<file path="config.mk">
export PLATFORM = sky130hd
export DESIGN_NAME = fp_to_int_flat
export DESIGN_NICKNAME = d
export VERILOG_FILES = /design/src/rtl/fp_to_int_if.sv /design/src/rtl/fp_to_int.sv /design/src/flat_wrapper.sv
export SDC_FILE = /design/constraint.sdc
export NUM_CORES = 1
export LEC_CHECK = 0
export BUFFER_PORTS_ARGS = -buffer_cell sky130_fd_sc_hd__buf_4
export CORE_MARGIN = 3
export CORE_UTILIZATION = 56
export DETAILED_ROUTE_END_ITERATION = 7
export PLACE_DENSITY_LB_ADDON = 0.2
export SYNTH_ARGS = -nofsm -noshare
export SYNTH_HDL_FRONTEND = slang
export SYNTH_SLANG_ARGS = --single-unit
</file>
<file path="constraint.sdc">
create_clock -name clk -period 4.1 [get_ports clk]
set_input_delay 0.82 -clock clk [delete_from_list [all_inputs] [get_ports clk]]
set_output_delay 0.82 -clock clk [all_outputs]
set_load 0.005 [all_outputs]
</file>
<file path="src/rtl/fp_to_int_if.sv">
// Handshake bundle for the float-to-int converter: an input stream of
// IEEE-754 singles and an output stream of integers with exception flags.
interface fp_to_int_if;
  logic        in_valid;
  logic        in_ready;
  logic [31:0] in_data;
  logic        out_valid;
  logic        out_ready;
  logic [31:0] out_data;
  logic [2:0]  out_flags;

  modport slave (
    input  in_valid, in_data, out_ready,
    output in_ready, out_valid, out_data, out_flags
  );

  modport master (
    output in_valid, in_data, out_ready,
    input  in_ready, out_valid, out_data, out_flags
  );
endinterface

</file>
<file path="src/rtl/fp_to_int.sv">
// Multi-cycle IEEE-754 single to int32 converter, round-to-nearest-even.
// Right shifts are spread over ALIGN cycles, STEP bits per cycle.
module fp_to_int #(
  parameter int STEP = 1
) (
  input  logic       clk,
  input  logic       rst_n,
  fp_to_int_if.slave bus
);

  localparam logic [1:0] S_IDLE  = 2'd0;
  localparam logic [1:0] S_ALIGN = 2'd1;
  localparam logic [1:0] S_ROUND = 2'd2;
  localparam logic [1:0] S_DONE  = 2'd3;

  logic [1:0]  state_q, state_d;
  logic [31:0] mag_q, mag_d;
  logic        guard_q, guard_d;
  logic        sticky_q, sticky_d;
  logic [4:0]  count_q, count_d;
  logic        sign_q, sign_d;
  logic        out_valid_q, out_valid_d;
  logic [31:0] out_data_q, out_data_d;
  logic [2:0]  out_flags_q, out_flags_d;

  logic        accept;
  logic [7:0]  e;
  logic [22:0] frac;
  logic        sgn;
  logic [23:0] m;
  logic [31:0] mag_t;
  logic        g_t, s_t;
  logic [4:0]  cnt_t;
  logic [31:0] rnd;

  assign bus.in_ready  = rst_n & (state_q == S_IDLE);
  assign bus.out_valid = out_valid_q;
  assign bus.out_data  = out_data_q;
  assign bus.out_flags = out_flags_q;

  assign accept = bus.in_valid & bus.in_ready;
  assign sgn    = bus.in_data[31];
  assign e      = bus.in_data[30:23];
  assign frac   = bus.in_data[22:0];
  assign m      = {1'b1, frac};

  always_comb begin
    state_d     = state_q;
    mag_d       = mag_q;
    guard_d     = guard_q;
    sticky_d    = sticky_q;
    count_d     = count_q;
    sign_d      = sign_q;
    out_valid_d = out_valid_q;
    out_data_d  = out_data_q;
    out_flags_d = out_flags_q;
    mag_t       = mag_q;
    g_t         = guard_q;
    s_t         = sticky_q;
    cnt_t       = count_q;
    rnd         = '0;

    case (state_q)
      S_IDLE: begin
        if (accept) begin
          sign_d   = sgn;
          guard_d  = 1'b0;
          sticky_d = 1'b0;
          count_d  = '0;
          mag_d    = '0;
          if (e == 8'd255) begin
            // NaN always saturates positive; only -inf maps to INT_MIN
            out_data_d  = (sgn && frac == 23'd0) ? 32'h8000_0000 : 32'h7FFF_FFFF;
            out_flags_d = 3'b100;
            out_valid_d = 1'b1;
            state_d     = S_DONE;
          end else if (e == 8'd0) begin
            out_data_d  = '0;
            out_flags_d = {2'b00, |frac};
            out_valid_d = 1'b1;
            state_d     = S_DONE;
          end else if (e <= 8'd125) begin
            out_data_d  = '0;
            out_flags_d = 3'b001;
            out_valid_d = 1'b1;
            state_d     = S_DONE;
          end else if (e >= 8'd158) begin
            if (bus.in_data == 32'hCF00_0000) begin
              out_data_d  = 32'h8000_0000;
              out_flags_d = 3'b000;
            end else begin
              out_data_d  = sgn ? 32'h8000_0000 : 32'h7FFF_FFFF;
              out_flags_d = 3'b010;
            end
            out_valid_d = 1'b1;
            state_d     = S_DONE;
          end else if (e <= 8'd149) begin
            mag_d   = {8'd0, m};
            count_d = 5'(8'd150 - e);
            state_d = S_ALIGN;
          end else begin
            // integer-valued inputs: exact left shift, nothing to round
            mag_d   = {8'd0, m} << (e - 8'd150);
            state_d = S_ROUND;
          end
        end
      end

      S_ALIGN: begin
        for (int k = 0; k < STEP; k++) begin
          if (cnt_t != 5'd0) begin
            s_t   = s_t | g_t;
            g_t   = mag_t[0];
            mag_t = mag_t >> 1;
            cnt_t = cnt_t - 5'd1;
          end
        end
        mag_d    = mag_t;
        guard_d  = g_t;
        sticky_d = s_t;
        count_d  = cnt_t;
        if (cnt_t == 5'd0) state_d = S_ROUND;
      end

      S_ROUND: begin
        rnd         = mag_q + {31'd0, guard_q & (sticky_q | mag_q[0])};
        out_data_d  = sign_q ? -rnd : rnd;
        out_flags_d = {2'b00, guard_q | sticky_q};
        out_valid_d = 1'b1;
        state_d     = S_DONE;
      end

      default: begin
        if (bus.out_ready) begin
          out_valid_d = 1'b0;
          state_d     = S_IDLE;
        end
      end
    endcase
  end

  always_ff @(posedge clk or negedge rst_n) begin
    if (!rst_n) begin
      state_q     <= S_IDLE;
      mag_q       <= '0;
      guard_q     <= 1'b0;
      sticky_q    <= 1'b0;
      count_q     <= '0;
      sign_q      <= 1'b0;
      out_valid_q <= 1'b0;
      out_data_q  <= '0;
      out_flags_q <= '0;
    end else begin
      state_q     <= state_d;
      mag_q       <= mag_d;
      guard_q     <= guard_d;
      sticky_q    <= sticky_d;
      count_q     <= count_d;
      sign_q      <= sign_d;
      out_valid_q <= out_valid_d;
      out_data_q  <= out_data_d;
      out_flags_q <= out_flags_d;
    end
  end

endmodule
</file>
<file path="src/flat_wrapper.sv">
// flat-port wrapper written by rule: the top's interface ports become plain ports
module fp_to_int_flat 
#(
  parameter int STEP = 1
)
  (clk, rst_n, bus_in_valid, bus_in_data, bus_out_ready, bus_in_ready, bus_out_valid, bus_out_data, bus_out_flags);
  fp_to_int_if bus_i ();
  input  logic clk;
  input  logic rst_n;
  input wire logic [$bits(bus_i.in_valid)-1:0] bus_in_valid;
  input wire logic [$bits(bus_i.in_data)-1:0] bus_in_data;
  input wire logic [$bits(bus_i.out_ready)-1:0] bus_out_ready;
  output wire logic [$bits(bus_i.in_ready)-1:0] bus_in_ready;
  output wire logic [$bits(bus_i.out_valid)-1:0] bus_out_valid;
  output wire logic [$bits(bus_i.out_data)-1:0] bus_out_data;
  output wire logic [$bits(bus_i.out_flags)-1:0] bus_out_flags;
  assign bus_i.in_valid = bus_in_valid;
  assign bus_i.in_data = bus_in_data;
  assign bus_i.out_ready = bus_out_ready;
  assign bus_in_ready = bus_i.in_ready;
  assign bus_out_valid = bus_i.out_valid;
  assign bus_out_data = bus_i.out_data;
  assign bus_out_flags = bus_i.out_flags;
  fp_to_int #(.STEP(STEP)) u_core (.clk(clk), .rst_n(rst_n), .bus(bus_i));
endmodule
</file>
==> impl_metrics.tcl <==
set metrics [dict create \
    outcome "completed" \
    avgSynthCellArea_um2 7.52 \
    worstPathArrival_ns 4.00 \
    clk_latency_ns 0.34 \
    gp_congestion 0.963 \
    ys_ff_latch 78 \
    tns_ns 0 \
    grt.total_usage_pct 27.6 \
    cap_violations 0 \
    diodes 0 \
    rrSetupSlack_ns 0.34 \
    start_util_pct 58.5 \
    peakVddDrop_mv 0.358 \
    postCtsResizedCells 0 \
    crit_path_cell_trace "nor2_1 > nor2_1 > ha_1 > ha_1 > nand4_4 > or4_1 > o21ai_1 > o211ai_1 > o41ai_1 > xor2_1 > a221oi_1" \
    routed-via-count 7518 \
    worstSetupEndpointType "flip-flop" \
    dieArea_um2 14900 \
    hold_class "reg -> reg" \
    worst_pin_slew_ns 0.975 \
    skew_ns 0.0102 \
    drtIter0Drc 820 \
    ys_warn_count 0 \
    async_flop_share_pct 100 \
    synth_largest_area_cell "dfrtp_1" \
    met2_usage_pct 40.7 \
    syn_nets 1052 \
    synth_cell_types 84 \
    grt_pass1_vias 6495 \
    path_buf_inv 0 \
    rsz0062_at_grt "no" \
    cts-root-buf "clkbuf_16" \
    post_cts_buffers 0 \
    path_max_fanout 12 \
    final_max_slew_viol_count 0 \
    core_um2 12900 \
    worstPathRequired_ns 4.33 \
    p_per_area_nw_per_um2 738 \
    fin_crit_sh_pct 91.7 \
    fp.dieW_um 122 \
    grt_pass1_wl_um 33500 \
    critical-path-top-delay-family "compound AO/OA/AOI/OAI gates" \
    finalSetupViolCount 0 \
    routed_wl_um 20600 \
    synth.top_cell.area_share_pct 25.9 \
    die_h_um 122 \
    hpwl_um 15400 \
    htree_num_levels 3 \
    antenna_found_initial 0 \
    numCtsBuffers 9 \
    grtUsageMet3_pct 3.34 \
    num-nets-final 1073 \
    overflow 0 \
    synth-edff-count 0 \
    p_total_w 0.00623 \
    wl_per_cell_um 17.2 \
    via_per_inst 6.27 \
    finalHoldViolCount 0 \
    path_class "reg -> reg" \
    leakagePower_nw 3.57 \
    clkTransAtPathRegs_ns 0.06 \
    drc 0 \
    synth-main-ff-cell "dfrtp_1" \
    cts_tree "yes" \
    synth_area_leaders "dfrtp_1 (26%), nand2_1 (7.1%), o21ai_0 (5.3%), nor2_1 (5.2%), mux2i_1 (5.2%)" \
    final_antenna_net_count 0 \
    boundaryPins 73 \
    mostFrequentLayoutCells "nand2_1 (143), nor2_1 (104), buf_4 (97)" \
    syn_area_um2 7530 \
    syn_inst 1002 \
    cts_hold_buffers 0 \
    slowest_stage "or4_1" \
    fmax_mhz 266 \
    area_growth_pct 12.1 \
    met1_usage_pct 42.3 \
    max_stage_delay_ns 0.68 \
    max_slew_margin_pct 35.0 \
    fillCellCount 1212 \
    clk_path_buf_depth 2 \
    period_minus_slack_ns 3.76 \
    yosysSeqAreaShare_pct 25.9 \
    critPathLaunchType "flip-flop" \
    rows 41 \
    final_common_cell "nand2_1" \
    drt_first_pass_iters 7 \
    top_usage_layer "met1" \
    grt_max_degree 79 \
    io_buffers 72 \
    clock-sinks 78 \
    final_layout_size_suffix_gt1_share_pct 15.3 \
]
==> through the flow <==
| step | hold WS (ns) | std cells | instance area (µm²) | worst slack, ns | util, % |
|---|---|---|---|---|---|
| final | 0.498 | 1200 | 8440 | 0.340 | 65.6 |
| after global routing | 0.517 | 1200 | 8440 | 0.0605 | 65.6 |
| after CTS | 0.496 | 1200 | 8430 | 0.186 | 65.5 |
| after detailed placement | 0.482 | 1184 | 8100 | 0.238 | 62.9 |
| after global placement | 0.469 | 1184 | 8100 | 0.416 | 62.9 |
| after floorplan | 0.463 | 1002 | 7530 | 0.0666 | - |
==> final timing paths <==
kind                                              start                       to  cells past startpoint
worst min-delay path            u_core.bus.out_flags[2]  u_core.bus.out_flags[2]                      2
min in group asynchronous                         rst_n  u_core.bus.out_flags[0]                      2
worst min register to register  u_core.bus.out_flags[2]  u_core.bus.out_flags[2]                      2
worst max register to register          u_core.mag_q[0]  u_core.bus.out_data[30]                     11
worst max-delay path                    u_core.mag_q[0]  u_core.bus.out_data[30]                     11
max in group asynchronous                         rst_n         u_core.mag_q[10]                      2
==> sequential cells by signal, summed over array words and instances (netlist names) <==
name                  flops
u_core.bus.out_data      32
u_core.bus.out_flags      3
u_core.bus.out_valid      1
u_core.count_q            5
u_core.guard_q            1
u_core.mag_q             32
u_core.sign_q             1
u_core.state_q            2
u_core.sticky_q           1
==> layout make-up <==
class | count | area, µm² | share of cell area, %
Multi-Input combinational cell | 812 | 5120 | 60.7
Sequential cell | 78 | 1950 | 23.1
Timing Repair Buffer | 97 | 728 | 8.62
Clock buffer | 12 | 236 | 2.80
Tap cell | 172 | 215 | 2.55
Clock inverter | 4 | 95.1 | 1.13
Inverter | 25 | 93.8 | 1.11
==> metal layers <==
layer	wire (µm)	vias up	part of all wire [%]
li1	-	3692	-
met1	9800	3491	48
met2	8870	312	43
met3	1570	23	7.6
met4	342	0	1.7
met5	0	-	0
==> kinds of logic (layout without fill, tap and decap cells) <==
group | Yosys count | count (layout) | synth area share [%]
AOI/OAI and AO/OA | 256 | 256 | 22.4
xor gates and xnor gates | 56 | 56 | 6.51
adders and majority gates | 14 | 14 | 2.33
buffers and inverters | 112 | 138 | 6.48
DFF | 78 | 78 | 25.9
muxes | 55 | 55 | 8.02
and+or+nand+nor | 431 | 431 | 28.3
==> synth_stat cells (4+ instances only) <==
cell type and count:
ha_1 14, dfrtp_1 78, mux2i_1 39, a221oi_1 16
nand2b_1 9, xnor2_1 35, nand3_1 36, nand2_1 143
buf_4 5, a21o_1 4, nor4_1 11, nor4b_1 5
or4_1 6, buf_6 4, o21ai_1 5, nor2_1 105
nor2b_1 5, and3_1 22, a31oi_1 11, o2111ai_1 4
nor3_1 36, buf_1 6, o31ai_1 12, a21oi_1 52
mux2_2 12, inv_1 23, xor2_1 21, o22ai_1 10
a22o_1 4, clkbuf_1 57, nand4_1 12, o211ai_1 6
a222oi_1 9, o21ai_0 80, buf_2 15, or3_1 9
o221ai_1 8
==> worst reg2reg max path, cell delays in order (launching register included) <==
cell,delay [ns]
dfrtp_1,0.39
nor2_1,0.05
nor2_1,0.09
ha_1,0.28
ha_1,0.39
nand4_4,0.28
or4_1,0.69
o21ai_1,0.31
o211ai_1,0.30
o41ai_1,0.50
xor2_1,0.13
a221oi_1,0.25
==> power breakdown <==
part           total, W  internal [W]  switching (W)
sequential      0.00165       0.00113       0.000519
clock          0.000900      0.000594       0.000306
combinational   0.00368       0.00151        0.00217
No activity file was read; power rests on OpenSTA's default activity.
